[config.mk]
export PLATFORM = sky130hd
export DESIGN_NAME = risc_trace_buffer
export DESIGN_NICKNAME = d
export VERILOG_FILES = /design/src/rtl/risc_trace_buffer.sv
export SDC_FILE = /design/constraint.sdc
export NUM_CORES = 2
export LEC_CHECK = 0
export CORE_MARGIN = 2
export CORE_UTILIZATION = 55
export DETAILED_ROUTE_END_ITERATION = 16
export PLACE_DENSITY = 0.76
export SETUP_SLACK_MARGIN = 0.1
export SLEW_MARGIN = 5
export SYNTH_ARGS = -nofsm -noshare
export SYNTH_HDL_FRONTEND = slang
export SYNTH_SLANG_ARGS = --single-unit
export TNS_END_PERCENT = 10
[constraint.sdc]
create_clock -name CLK -period 8.6 [get_ports CLK]
set_input_delay 0.86 -clock CLK [delete_from_list [all_inputs] [get_ports CLK]]
set_output_delay 0.86 -clock CLK [all_outputs]
set_load 0.05 [all_outputs]
[src/rtl/risc_trace_buffer.sv]
// Execution tracer: circular {pc, instr, res} record buffer with cycle counter and halt detect.
// Optional macro TRACE_DISPLAY_EN adds a simulation-only printout of each capture and of the halt.
module risc_trace_buffer #(
   parameter int ADDR_W      = 32,
   parameter int INSTR_W     = 32,
   parameter int DATA_W      = 32,
   parameter int DEPTH       = 16,
   parameter int HALT_REPEAT = 4,
   parameter int CYC_W       = 32
) (
   input  logic                       CLK,
   input  logic                       RST,
   input  logic                       en,
   input  logic                       clr,
   input  logic [ADDR_W-1:0]          pc,
   input  logic [INSTR_W-1:0]         instr,
   input  logic [DATA_W-1:0]          res,
   input  logic                       rd_req,
   input  logic [$clog2(DEPTH)-1:0]   rd_idx,
   output logic                       rd_valid,
   output logic                       rd_err,
   output logic [ADDR_W-1:0]          rd_pc,
   output logic [INSTR_W-1:0]         rd_instr,
   output logic [DATA_W-1:0]          rd_res,
   output logic [$clog2(DEPTH):0]     count,
   output logic                       wrapped,
   output logic                       halted,
   output logic [CYC_W-1:0]           cycles
);

   localparam int IDX_W = $clog2(DEPTH);
   localparam int CNT_W = IDX_W + 1;
   localparam int REP_W = $clog2(HALT_REPEAT + 1);

   logic [ADDR_W-1:0]  mem_pc    [DEPTH];
   logic [INSTR_W-1:0] mem_instr [DEPTH];
   logic [DATA_W-1:0]  mem_res   [DEPTH];

   logic [IDX_W-1:0]  wr_ptr;
   logic [IDX_W-1:0]  rd_addr;
   logic [ADDR_W-1:0] prev_pc;
   logic [REP_W-1:0]  rep_cnt;
   logic [REP_W-1:0]  rep_next;
   logic              capture;
   logic              rd_hit;

   assign capture = en & ~clr & ~halted;
   // When count==DEPTH its low bits are zero, so the oldest record sits at wr_ptr.
   assign rd_addr = wr_ptr - count[IDX_W-1:0] + rd_idx;
   assign rd_hit  = {1'b0, rd_idx} < count;

   // rep_cnt==0 only before the first capture after reset/clr.
   always_comb begin
      rep_next = REP_W'(1);
      if (rep_cnt != '0 && pc == prev_pc)
         rep_next = rep_cnt + REP_W'(1);
   end

   always_ff @(posedge CLK) begin
      if (capture) begin
         mem_pc[wr_ptr]    <= pc;
         mem_instr[wr_ptr] <= instr;
         mem_res[wr_ptr]   <= res;
      end
   end

   always_ff @(posedge CLK or negedge RST) begin
      if (!RST) begin
         wr_ptr   <= '0;
         count    <= '0;
         wrapped  <= 1'b0;
         halted   <= 1'b0;
         cycles   <= '0;
         prev_pc  <= '0;
         rep_cnt  <= '0;
         rd_valid <= 1'b0;
         rd_err   <= 1'b0;
         rd_pc    <= '0;
         rd_instr <= '0;
         rd_res   <= '0;
      end else if (clr) begin
         wr_ptr   <= '0;
         count    <= '0;
         wrapped  <= 1'b0;
         halted   <= 1'b0;
         cycles   <= '0;
         prev_pc  <= '0;
         rep_cnt  <= '0;
         rd_valid <= 1'b0;
         rd_err   <= 1'b0;
         rd_pc    <= '0;
         rd_instr <= '0;
         rd_res   <= '0;
      end else begin
         rd_valid <= rd_req;
         rd_err   <= rd_req & ~rd_hit;
         // Memory reads here see pre-write contents, hiding a same-edge capture.
         if (rd_req) begin
            rd_pc    <= rd_hit ? mem_pc[rd_addr]    : '0;
            rd_instr <= rd_hit ? mem_instr[rd_addr] : '0;
            rd_res   <= rd_hit ? mem_res[rd_addr]   : '0;
         end
         if (en && cycles != '1)
            cycles <= cycles + CYC_W'(1);
         if (capture) begin
            wr_ptr  <= wr_ptr + IDX_W'(1);
            prev_pc <= pc;
            rep_cnt <= rep_next;
            if (count != CNT_W'(DEPTH))
               count <= count + CNT_W'(1);
            else
               wrapped <= 1'b1;
            if (rep_next == REP_W'(HALT_REPEAT))
               halted <= 1'b1;
         end
      end
   end

`ifdef TRACE_DISPLAY_EN
   always @(posedge CLK) begin
      if (RST && capture) begin
         $display("resOut = %b, PC = %b, Instr = %b", res, pc, instr);
         if (rep_next == REP_W'(HALT_REPEAT))
            $display("HALT pc=%h cycles=%0d", pc,
                     (cycles == '1) ? cycles : cycles + CYC_W'(1));
      end
   end
`else
`endif

endmodule

==> results.py <==
metrics = {
    "synthesis": {
        "synth_seq_cells": 1712,
        "synth_nets": 3491,
        "synth_edf_count": 1536,
        "synth_area_leaders": "edfxtp_1 70%, mux4_2 13%, dfrtp_1 6.7%, nand2_1 2.7%, a32o_1 1.5%",
        "post-synth-top-area-cell": "edfxtp_1",
        "synth_common_cells": "1536 x edfxtp_1, 468 x nand2_1, 384 x mux4_2",
        "syn_area_per_cell_um2": 19.63,
        "synth_ff_type": "edfxtp_1",
        "synth_cell_type_count": 49,
        "synth_cells": 3367,
        "yosysMostFrequentCell": "edfxtp_1",
        "yosys_warnings": 0,
        "async_reset_ff_frac": 0.1028,
        "synth.top_cell.area_share": 0.6980,
        "yosysSeqAreaShare": 0.7646,
        "syn_area_um2": 66080,
    },
    "global_route": {
        "track_usage": 0.2508,
        "gr-usage-met3": 0.03976,
        "grt_max_degree": 140,
        "grt_pass1_vias": 34570,
        "overflow": 0,
        "grt_pass1_wl_um": 224900,
        "busiest_layer": "met2",
        "met1_usage": 0.3335,
        "antenna_found_initial": 13,
        "met2_usage": 0.4265,
    },
    "die": {
        "start_util": 0.5530,
        "fp.dieH_um": 350.6,
        "fp-row-count": 127,
        "core_um2": 119500,
        "boundaryPins": 242,
        "die_area_um2": 122900,
        "die_w_um": 350.6,
    },
    "critical_path": {
        "cp_num_buf_inv": 4,
        "cp_cell_sequence": "clkdlybuf4s50_1 > inv_1 > fa_1 > inv_1 > fa_4 > buf_12 > mux4_2 > nand2_1 > nand3b_1 > a32o_1",
        "slowest_stage": "fa_4",
        "worstSetupPathType": "primary input to register",
        "crit_arrival_ns": 5.23,
        "slowest_delay_ns": 1.36,
        "reg2reg_slack_ns": 4.14,
        "required_ns": 9.24,
        "cp_max_fo": 135,
        "cpMostUsedCell": "inv_1",
        "start_kind": "primary input",
        "cp_top_family": "adder cells",
        "crit_path_end_kind": "register",
    },
    "cells_and_area": {
        "syn_to_final_growth_pct": 14.85,
        "drive_gt1_frac": 0.1915,
        "finalNetCount": 3764,
        "final_util": 0.6352,
        "fillers": 8003,
        "final_area_um2": 75900,
        "fin_cells": 5398,
    },
    "routing": {
        "num_vias": 33440,
        "ant_nets": 0,
        "wirelength_um": 151500,
        "drtIter0Drc": 3654,
        "drc": 0,
        "viasPerCell": 6.195,
        "first_pass_iters": 6,
        "avgRoutedWirePerCell_um": 28.06,
    },
    "clock_tree": {
        "cts_made_buffers": 167,
        "cts_setup_buffers": 0,
        "clock_latency_ns": 0.78,
        "hold_buffers": 0,
        "tritoncts": "built",
        "cts.repair.resized": 0,
        "clockRootBuffer": "clkbuf_16",
        "clock_path_buffers": 3,
        "clkSinkCount": 1712,
        "htreeDepth": 4,
        "clkTransAtPathRegs_ns": 0.06,
    },
    "sta": {
        "hold_viol": 0,
        "fin_setup_tns_ns": 0,
        "worst_slack_ns": 4.020,
        "post-route-period-util": 0.5326,
        "relSlewSlack": 0.1892,
        "worstMarginPinSlew_ns": 1.216,
        "clock_skew_ns": 0.03534,
        "timing.hold.ws_ns": 0.1330,
        "slew_viol_final": 0,
        "rsz0062_at_grt": "false",
        "fin_crit_ns": 4.580,
        "setup_viol": 0,
        "timing.fmax_ghz": 0.2183,
    },
    "power": {
        "peakVddDrop_uv": 335.9,
        "p_leak_nw": 24.93,
        "p_total_mw": 20.33,
        "powerDensity_nw_per_um2": 267.9,
    },
    "run": {
        "maxCapViolations": 0,
    },
    "place": {
        "preCtsSetupSlack_ns": 3.287,
        "gp_congestion": 0.7875,
        "portBuffers": 241,
        "place_hpwl_um": 76480,
        "dp_cells": 5083,
        "dpl_cell_area_um2": 70380,
    },
    "hold_path": {
        "hold_path.class": "primary input to asynchronous set/reset pin",
    },
    "outcome": {
        "outcome": "complete, no violations",
    },
}
cells in the final DEF (no fill, tap or decap), drive strengths merged, types with 7 or more instances in the layout:
cell	Yosys	routed
nand3	108	108
o21ai	7	7
edfxtp	1536	1536
clkbuf	118	225
nor2	45	45
ha	16	16
nand2	468	468
buf	73	56
nor4	10	10
or3	7	7
a32o	96	96
bufinv	0	12
and2	14	14
xor2	34	34
clkinv	0	65
inv	21	27
mux4	384	384
nand4	11	11
dfrtp	176	176
xnor2	35	35
nand3b	97	97
a21oi	46	46
nor3	22	22
clkdlybuf4s50	0	239
path summary, 6_finish.rpt:
path / from / to / cells past startpoint
setup / recovery: rd_idx[1] / rd_res[8] / 10
min in group CLK: rd_res[24] / rd_res[24] / 1
setup reg to reg: wr_ptr[0] / rd_res[8] / 10
hold reg to reg: rd_res[24] / rd_res[24] / 1
hold / removal: RST / rd_instr[30] / 1
max in group asynchronous: RST / rd_res[5] / 2
routing by layer:
metal,routed length (um),vias up
met5,69,-
met4,4576,10
met3,11160,293
met2,77860,1494
met1,57800,17600
li1,-,14040
state kept, by name, summed over array words and instances (netlist names):
| name | flops |
|---|---|
| count | 5 |
| wrapped | 1 |
| mem_res | 512 |
| rd_pc | 32 |
| rd_res | 32 |
| rd_valid | 1 |
| rep_cnt | 3 |
| wr_ptr | 4 |
| cycles | 32 |
| mem_instr | 512 |
| prev_pc | 32 |
| halted | 1 |
| rd_err | 1 |
| rd_instr | 32 |
| mem_pc | 512 |
report_power, final:
| group | internal [mW] | switching [mW] |
|---|---|---|
| Clock | 4.18 | 3.08 |
| Combinational | 1.58 | 2.22 |
| Sequential | 9.18 | 0.0860 |
logic make-up (layout without fill, tap and decap cells):
kind of cell | Yosys count | count (layout) | synth area share
xor+xnor | 69 | 69 | 0.009145
mux | 386 | 386 | 0.1312
compound gates | 159 | 159 | 0.01980
flops | 1712 | 1712 | 0.7646
other cells | 0 | 6 | 0
fa+ha+maj | 19 | 19 | 0.003938
buf+inv | 212 | 625 | 0.01301
simple gates | 810 | 810 | 0.05833
final cells by class:
| class | instances | area (um^2) | share of cell area |
|---|---|---|---|
| inverter | 21 | 78.83 | 0.001039 |
| multi-input combinational | 1443 | 14840 | 0.1955 |
| clock buffer | 225 | 4653 | 0.06131 |
| clock inverter | 84 | 852.1 | 0.01123 |
| tap | 1612 | 2017 | 0.02657 |
| sequential | 1712 | 50530 | 0.6657 |
| timing repair buffer | 295 | 2918 | 0.03844 |
| antenna | 6 | 15.01 | 0.0001978 |
(Power assumes the default switching activity.)
